`config.mk`:
```
export PLATFORM = sky130hd
export DESIGN_NAME = rr_sel_arbiter
export DESIGN_NICKNAME = d
export VERILOG_FILES = /design/src/rtl/rr_sel_arbiter.sv
export SDC_FILE = /design/constraint.sdc
export NUM_CORES = 1
export LEC_CHECK = 0
export CAP_MARGIN = 20
export CORE_ASPECT_RATIO = 1.1
export CORE_UTILIZATION = 25
export CTS_BUF_LIST = sky130_fd_sc_hd__clkbuf_4 sky130_fd_sc_hd__clkbuf_8
export DETAILED_ROUTE_END_ITERATION = 8
export PLACE_DENSITY = 0.55
export SYNTH_ARGS = -nofsm -noshare
export SYNTH_HDL_FRONTEND = slang
export SYNTH_SLANG_ARGS = --single-unit
```
`constraint.sdc`:
```
create_clock -name clk -period 7.3 [get_ports clk]
set_input_delay 1.46 -clock clk [delete_from_list [all_inputs] [get_ports clk]]
set_output_delay 1.46 -clock clk [all_outputs]
set_load 0.05 [all_outputs]
```
`src/rtl/rr_sel_arbiter.sv`:
```
// Round-robin arbiter that drives the select of a companion mux and offers the
// muxed word under valid/ready. Optional burst lock: define RR_ARB_LOCK_EN.
module rr_sel_arbiter #(
  parameter int SEL_BITS = 3,
  parameter int WIDTH    = 8
) (
  input  logic                     clk,
  input  logic                     reset,
  input  logic [(1<<SEL_BITS)-1:0] req,
  input  logic                     lock,
  input  logic                     out_ready,
  output logic [SEL_BITS-1:0]      sel,
  output logic [(1<<SEL_BITS)-1:0] grant,
  output logic                     out_valid,
  output logic [(1<<SEL_BITS)-1:0] ack,
  output logic                     state_dbg
);

  localparam int N = 1 << SEL_BITS;

  // Handshake: a word moves when out_valid & out_ready are both high at a
  // rising edge; out_valid never drops without a transfer (except on reset),
  // and out_ready is don't-care while out_valid is low.

  typedef enum logic {
    IDLE  = 1'b0,
    GRANT = 1'b1
  } state_t;

  state_t              state, state_next;
  logic [SEL_BITS-1:0] ptr, ptr_next;
  logic [SEL_BITS-1:0] sel_next;
  logic [SEL_BITS-1:0] winner;
  logic [SEL_BITS-1:0] cand;
  logic                found;
  logic                xfer;

  // Scan from ptr upward; index arithmetic wraps naturally since N = 2**SEL_BITS.
  always_comb begin
    winner = ptr;
    cand   = ptr;
    found  = 1'b0;
    for (int i = 0; i < N; i++) begin
      cand = ptr + SEL_BITS'(i);
      if (!found && req[cand]) begin
        winner = cand;
        found  = 1'b1;
      end
    end
  end

  assign out_valid = (state == GRANT);
  assign grant     = out_valid ? (N'(1) << sel) : '0;
  assign xfer      = out_valid & out_ready;
  assign ack       = grant & {N{xfer}};
  assign state_dbg = state;

  always_comb begin
    state_next = state;
    ptr_next   = ptr;
    sel_next   = sel;
    case (state)
      IDLE: begin
        if (|req) begin
          state_next = GRANT;
          sel_next   = winner;
        end
      end
      GRANT: begin
        if (xfer) begin
`ifdef RR_ARB_LOCK_EN
          if (!lock) begin
            state_next = IDLE;
            ptr_next   = sel + SEL_BITS'(1);
          end
`else
          state_next = IDLE;
          ptr_next   = sel + SEL_BITS'(1);
`endif
        end
      end
      default: state_next = IDLE;
    endcase
  end

`ifndef RR_ARB_LOCK_EN
  logic unused_lock;
  assign unused_lock = lock;
`endif

  always_ff @(posedge clk or posedge reset) begin
    if (reset) begin
      state <= IDLE;
      ptr   <= '0;
      sel   <= '0;
    end else begin
      state <= state_next;
      ptr   <= ptr_next;
      sel   <= sel_next;
    end
  end

  always @(posedge clk) begin
    if (!reset) begin
      assert (SEL_BITS >= 1 && SEL_BITS <= 5 && WIDTH >= 1);
      assert ($onehot0(grant));
      assert ($onehot0(ack));
    end
  end

endmodule
```
==> metrics.cfg, run 1 <==
[run_status]
outcome=finished, final reports clean

[synthesis]
synth_top_area_cell=mux4_2
synth.yosys.warnings=0
async_flop_share=1.00
yosysSeqAreaShare=0.102
postSynthNetCount=205
synth_edf_count=0
synth_ff_type=dfrtp_1
yosysTopAreaCellShare=0.118
synth_cell_type_count=62
post_synthesis_cells=185
synth.most_common_cell=nand2_1
netlist_top_cells_count=nand2_1 (15), mux2i_1 (14), nor2_1 (13), and3_1 (11)
syn-cell-area_um2=1720
synthesis.area_per_instance_um2=9.29
ys_top_cells_by_area=mux4_2 (12%), dfrtp_1 (10%), mux2i_1 (8.2%), mux4_1 (6.1%), mux2_2 (5.9%)
synth.ff_latch_count=7

[die]
core_area_um2=6590
design.die.area_um2=7210
floorplan.initialDensity=0.261
die_width_um=81.0
ioPinCount=33
row_count=31
chipHeight_um=88.9

[grt]
grt.total_usage=0.137
grt-ovfl-total=0
grt_antenna_before_repair=0
first_global_vias=1585
grt_pass1_wl_mm=7.80
grt_start_max_net_pins=31

[power]
power.density_nw_per_um2=492
irDropWorstVdd_v=0.000190
power.leakage_nw=0.834

[worst_hold_path]
start_point_of_the_worst_min_delay_path=sel[0]$_DFFE_PP0P_
timing.hold.worst.class=reg2reg

[timing]
worst_setup_skew_after_layout_ps=2.39
max_slew.worst_pin.slew_ps=862
setup_total_negative_slack_ps=0
post-route-min-period_ps=4770
worst_hold_slack_ps=622
grt_setup_unrepaired=false
timing.final.max_slew_violations=0
hold_violations=0
worst_slew_margin_rel=0.425
timing.final.crit_share=0.654
final-setup-viol-count=0
achievable-frequency_ghz=0.210

[setup_path]
r2r-start=ptr[0]$_DFFE_PP0P_
type_of_the_worst_setup_path=in2out
worst-endpoint-arrival_ps=3310
critical_path.startpoint_type=primary input
critical_path_peak_fanout=8
worst_setup_path_startpoint=out_ready
critical_path.endpoint_type=primary output
worst-endpoint-required_ps=5840

[layout]
nFillCells=727
layout.nets=230
diodes=0
drive_gt1_frac=0.167
area_growth_syn_to_layout_pct=21.2

[routing]
drcViolationCount=0
first_pass_iters=4
routed_wl_mm=4.51
drtIter0Drc=71
antenna_left=0
num_vias=1570
routedWlPerCell_um=15.5
post_drt_via_cell_ratio=5.40

[place]
dp_hpwl_mm=3.43
final_estimated_routing_congestion_in_global_placement=0.832
placement.io_buffers=31

[clocking]
tritoncts_clock_tree=yes
worst_setup_hold_path_clk_slew_ps=40
cts_post_setup_buffers_inserted=0
cts.repair.resized=0
cts.hold.buffers_added=0
cts-buffers-inserted=3
worst_skew_pair.late_latency_ps=230
cts.htree.levels=1
cts_root_buffer=clkbuf_8
cts-root-to-sink-buffers=2
cts.sinks=7

[job]
max_cap_violations=0

-- logic make-up after synthesis --
family,share of synthesized area
adders and majority gates,0.0583
DFF,0.102
AOI/OAI and AO/OA,0.212
buffers and inverters,0.0830
muxes,0.320
and+or+nand+nor,0.200
xor gates and xnor gates,0.0255
-- power breakdown --
part	internal [W]	total, W	switching, W	leakage (nW)
Clock	0.0000415	0.0000579	0.0000165	0.0262
Sequential	0.0000545	0.0000904	0.0000359	0.0832
Combinational	0.000379	0.000875	0.000496	0.725
-- stage by stage --
step | cell area, um^2 | std cells | util | setup slack, ps | power [W]
finish | 2080 | 291 | 0.316 | 2530 | 0.00102
global route | 2080 | 291 | 0.316 | 2420 | 0.00111
CTS | 2080 | 291 | 0.316 | 2520 | 0.00103
detailed placement | 2030 | 287 | 0.308 | 2520 | 0.000964
global placement | 2030 | 287 | 0.308 | 2520 | 0.000953
floorplan | 1720 | 185 | - | 3030 | 0.000807
-- routing by layer --
metal,GRT usage,routed length (um),vias up,part of all wire
met5,0,0,-,0
met3,0.0122,206,4,0.046
met1,0.182,2160,746,0.48
li1,-,-,774,-
met4,0.0373,44,0,0.0098
met2,0.235,2100,46,0.46
-- cell type report --
class / count / area [um^2] / share of cell area
inverter: 8 / 30.0 / 0.0144
multi-input combinational: 157 / 1400 / 0.672
clock buffer: 4 / 48.8 / 0.0234
tap: 82 / 103 / 0.0493
sequential: 7 / 175 / 0.0841
timing repair buffer: 33 / 325 / 0.156
-- worst max-delay path: stages --
cell,delay [ps]
clkdlybuf4s50_1,540
nand2_1,190
nor3b_1,280
clkdlybuf4s50_1,840
-- worst paths after layout --
path / endpoint / slack, ps / depth (start not counted)
hold reg to reg: ptr[0]$_DFFE_PP0P_ / 620 / 1
setup reg to reg: sel[2]$_DFFE_PP0P_ / 3520 / 9
hold / removal: ptr[0]$_DFFE_PP0P_ / 620 / 1
min in group asynchronous: ptr[0]$_DFFE_PP0P_ / 1460 / 2
max in group asynchronous: sel[2]$_DFFE_PP0P_ / 5620 / 2
setup / recovery: ack[2] / 2530 / 4
-- cells in the final DEF (no fill, tap or decap), types with 2 or more instances in the layout --
cell             instances
o22ai_1                  2
xnor2_1                  2
or4_1                    3
nor2_2                   2
inv_1                    7
nand2_1                 15
dfrtp_1                  7
nor2_1                  13
clkbuf_8                 3
o21ai_0                  6
nor2b_1                  3
mux2i_1                 14
a22o_1                   2
or2_2                    2
xor2_1                   3
o21a_1                   2
a41oi_1                  2
o21bai_1                 2
a21oi_1                  3
mux4_2                   9
and3_1                  11
ha_1                     8
mux4_1                   4
a221oi_1                 2
nand3_1                  2
a222oi_1                 2
o211ai_1                 2
or3_1                    2
clkdlybuf4s50_1         31
mux2_2                   9
and2_1                   2
nor3_1                   3
o21ai_1                  2
buf_4                    2
-- registers in the layout, indices dropped and copies added (netlist names) --
name,flops
out_valid,1
ptr,3
sel,3
No activity file was read; power rests on OpenSTA's default activity.
==> inputs of run 2 (changes only) <==
Clock period 7.3 ns to 4.7 ns, I/O delays scaled along.
==> metrics.cfg, run 2 (synthesis gave the netlist of run 1 again) <==
[layout]
drive_gt1_frac=0.171
layout.nets=231
final_common_cell=clkdlybuf4s50_1
stdcell_area_um2=2090
diodes=0
most-common-layout-cells=clkdlybuf4s50_1 (31), nand2_1 (15), mux2i_1 (14)
area_growth_syn_to_layout_pct=21.5
final_instance_count_excl_fillers=292
finish.utilization=0.317

[clocking]
cts.htree.levels=1
cts.hold.buffers_added=0
cts_post_setup_buffers_inserted=0
cts-root-to-sink-buffers=2
worst_skew_pair.late_latency_ps=230
cts.repair.resized=0
cts_root_buffer=clkbuf_8
cts-buffers-inserted=3
worst_setup_hold_path_clk_slew_ps=40
tritoncts_clock_tree=yes
cts.sinks=7

[grt]
grt_start_max_net_pins=30
first_global_vias=1567
grt_antenna_before_repair=0
grt.total_usage=0.136
grt-ovfl-total=0
grt_pass1_wl_mm=7.65

[timing]
worst_setup_skew_after_layout_ps=4.74
post-route-min-period_ps=3720
achievable-frequency_ghz=0.269
timing.final.max_slew_violations=0
timing.final.crit_share=0.791
setup_total_negative_slack_ps=0
final-setup-viol-count=0
worst_slew_margin_rel=0.457
max_slew.worst_pin.slew_ps=815
hold_violations=0
grt_setup_unrepaired=false

[setup_path]
critical_path.startpoint_type=primary input
type_of_the_worst_setup_path=in2out
worst-endpoint-required_ps=3760
critical_path_peak_fanout=8
worst-endpoint-arrival_ps=2780
critical_path.endpoint_type=primary output

[run_status]
outcome=finished, final reports clean

[place]
placedInstanceArea_um2=2040
dp_hpwl_mm=3.46
placement.io_buffers=31
final_estimated_routing_congestion_in_global_placement=0.781
placed_cells=288

[die]
core_area_um2=6590
floorplan.initialDensity=0.261
chipHeight_um=88.9
row_count=31
die_width_um=81.0
ioPinCount=33
design.die.area_um2=7210

[routing]
routed_wl_mm=4.47
drcViolationCount=0
num_vias=1607
first_pass_iters=4
antenna_left=0
post_drt_via_cell_ratio=5.50
drtIter0Drc=57
routedWlPerCell_um=15.3

[power]
irDropWorstVdd_v=0.000264
power.leakage_nw=0.838
power.density_nw_per_um2=760

[job]
max_cap_violations=0

[worst_hold_path]
timing.hold.worst.class=reg2reg

run 2: changes by cell type in the layout (fill, tap and decap cells not counted), sizes merged:
cell	before	now
clkinv	1	2
buf	2	3
clkbuf	4	3
run 2: stage by stage:
step / hold WS (ps) / total power (W) / setup WS (ps)
6_report: 618 / 0.00159 / 981
5_1_grt: 684 / 0.00172 / 835
4_1_cts: 632 / 0.00159 / 969
3_5_place_dp: 637 / 0.00150 / 971
3_3_place_gp: 613 / 0.00150 / 960
2_1_floorplan: 743 / 0.00125 / 1470
run 2: final cells by class:
class / count / area, um^2
Fill cell: 707 / 4510
Multi-Input combinational cell: 157 / 1400
Timing Repair Buffer: 34 / 333
Sequential cell: 7 / 175
Tap cell: 82 / 103
Clock buffer: 3 / 41.3
Inverter: 8 / 30.0
Clock inverter: 1 / 5.00
run 2: path summary, 6_finish.rpt:
path,end,slack [ps],cells past startpoint,start
worst min register to register,ptr[0]$_DFFE_PP0P_,620,1,sel[0]$_DFFE_PP0P_
max in group asynchronous,sel[1]$_DFFE_PP0P_,3540,2,reset
worst max register to register,sel[1]$_DFFE_PP0P_,1590,9,ptr[0]$_DFFE_PP0P_
min in group asynchronous,ptr[2]$_DFFE_PP0P_,950,2,reset
worst max-delay path,ack[2],980,4,out_ready
worst min-delay path,ptr[0]$_DFFE_PP0P_,620,1,sel[0]$_DFFE_PP0P_
run 2: power breakdown:
group	switching, W	internal [W]	total [W]
Sequential	0.0000581	0.0000848	0.000143
Combinational	0.000764	0.000595	0.00136
Clock	0.0000260	0.0000574	0.0000833
run 2: critical path: stages:
cell             delay [ps]
clkdlybuf4s50_1         540
nand2_1                 200
nor3b_1                 260
clkdlybuf4s50_1         830
run 2: metal layers:
metal / up-vias / track usage / part of all wire
li1: 779 / - / -
met1: 773 / 0.178 / 0.45
met2: 53 / 0.231 / 0.49
met3: 2 / 0.0173 / 0.055
met4: 0 / 0.0422 / 0.0038
met5: - / 0 / 0
==> inputs of run 3 (changes only) <==
Settings changed: PLACE_DENSITY 0.55 to 0.57.
Clock period 4.7 ns to 3.25 ns, I/O delays scaled along.
==> metrics.cfg, run 3 (synthesis gave the netlist of run 1 again) <==
[run_status]
outcome=finished, final reports clean

[routing]
routed_wl_mm=4.52
post_drt_via_cell_ratio=5.37
drtIter0Drc=51
antenna_left=0
first_pass_iters=5
drcViolationCount=0
routedWlPerCell_um=15.0
num_vias=1621

[job]
max_cap_violations=0

[die]
core_area_um2=6590
row_count=31
chipHeight_um=88.9
die_width_um=81.0
ioPinCount=33
floorplan.initialDensity=0.261
design.die.area_um2=7210

[setup_path]
critical-path-top-delay-family=compound AO/OA/AOI/OAI gates
delay_of_the_slowest_cell_on_the_worst_path_ps=590
crit_chain=inv_1 -> ha_1 -> mux2i_1 -> mux4_2 -> a22oi_4 -> o22ai_1 -> a221oi_1 -> o21ai_1
critical_path_peak_fanout=9
worstPathBufferInverterCount=1
critical_path.endpoint_type=register
type_of_the_worst_setup_path=reg2reg
critical_path.startpoint_type=register
worst-endpoint-arrival_ps=2990
cp_slowest_cell=mux4_2
worst-endpoint-required_ps=3340

[power]
clock_power_share=0.054
p_sw_frac=0.529
combinational_fraction_of_design_power=0.859
power_report.internal_total_w=0.00110
finalPower_w=0.00234
net-switching-power_w=0.00124
power.density_nw_per_um2=1080
power.leakage_nw=0.891
power_frac_seq=0.087
irDropWorstVdd_v=0.000464

[timing]
max_slew.worst_pin.slew_ps=601
worst_slew_margin_rel=0.599
worst_setup_skew_after_layout_ps=2.16
hold_violations=0
grt_setup_unrepaired=false
achievable-frequency_ghz=0.346
final.setup.worst_slack_ps=356
timing.final.crit_share=0.890
setup_total_negative_slack_ps=0
post-route-min-period_ps=2890
timing.final.max_slew_violations=0
final-setup-viol-count=0

[place]
dp_hpwl_mm=3.70
placed_cells=298
placement.io_buffers=31
post_placement_setup_slack_ps=199
final_estimated_routing_congestion_in_global_placement=0.842

[clocking]
cts-root-to-sink-buffers=2
cts.sinks=7
cts.htree.levels=1
cts.repair.resized=0
cts.hold.buffers_added=0
cts-buffers-inserted=3
cts_post_setup_buffers_inserted=0
cts_root_buffer=clkbuf_8
tritoncts_clock_tree=yes
worst_skew_pair.late_latency_ps=220
worst_setup_hold_path_clk_slew_ps=40

[layout]
nFillCells=713
diodes=0
area_growth_syn_to_layout_pct=25.7
layout.nets=241
seq_area_um2=175
final_instance_count_excl_fillers=302
finish.utilization=0.328
most-common-layout-cells=clkdlybuf4s50_1 (29), nand2_1 (15), buf_4 (15)
final_common_cell=clkdlybuf4s50_1
drive_gt1_frac=0.218
multiInputGateArea_um2=1400

[worst_hold_path]
timing.hold.worst.class=reg2reg

[grt]
first_global_vias=1583
grt_start_max_net_pins=29
grt-ovfl-total=0
grt.total_usage=0.141
grt_antenna_before_repair=0
grt_pass1_wl_mm=7.85

run 3: layout make-up:
cell class	count	share of cell area
Tap cell	82	0.0475
Multi-Input combinational cell	157	0.648
Inverter	8	0.0139
Timing Repair Buffer	44	0.187
Sequential cell	7	0.0811
Clock buffer	4	0.0226
run 3: path summary, 6_finish.rpt:
kind | slack, ps | end | cells past startpoint | from
hold reg to reg | 600 | ptr[0]$_DFFE_PP0P_ | 1 | sel[0]$_DFFE_PP0P_
min in group asynchronous | 660 | ptr[2]$_DFFE_PP0P_ | 2 | reset
max in group asynchronous | 2380 | sel[0]$_DFFE_PP0P_ | 2 | reset
setup reg to reg | 360 | sel[2]$_DFFE_PP0P_ | 8 | ptr[1]$_DFFE_PP0P_
setup / recovery | 360 | sel[2]$_DFFE_PP0P_ | 8 | ptr[1]$_DFFE_PP0P_
hold / removal | 600 | ptr[0]$_DFFE_PP0P_ | 1 | sel[0]$_DFFE_PP0P_
run 3: routing by layer:
metal  track usage  part of all wire
met5             0                 0
met2         0.248              0.49
met3        0.0184             0.052
met1         0.178              0.45
met4        0.0422            0.0086
run 3: power by group through the flow:
stage	sequential, W	combinational (W)	clock, W
floorplan	0.000225	0.00159	0
global placement	0.000203	0.00199	0
detailed placement	0.000205	0.00201	0
CTS	0.000205	0.00202	0.000132
global route	0.000214	0.00219	0.000137
finish	0.000203	0.00201	0.000127
run 3: through the flow:
step | hold slack (ps) | instance area (um^2)
5_1_grt | 667 | 2160
3_3_place_gp | 615 | 2110
6_report | 601 | 2160
2_1_floorplan | 453 | 1720
4_1_cts | 623 | 2160
3_5_place_dp | 619 | 2110
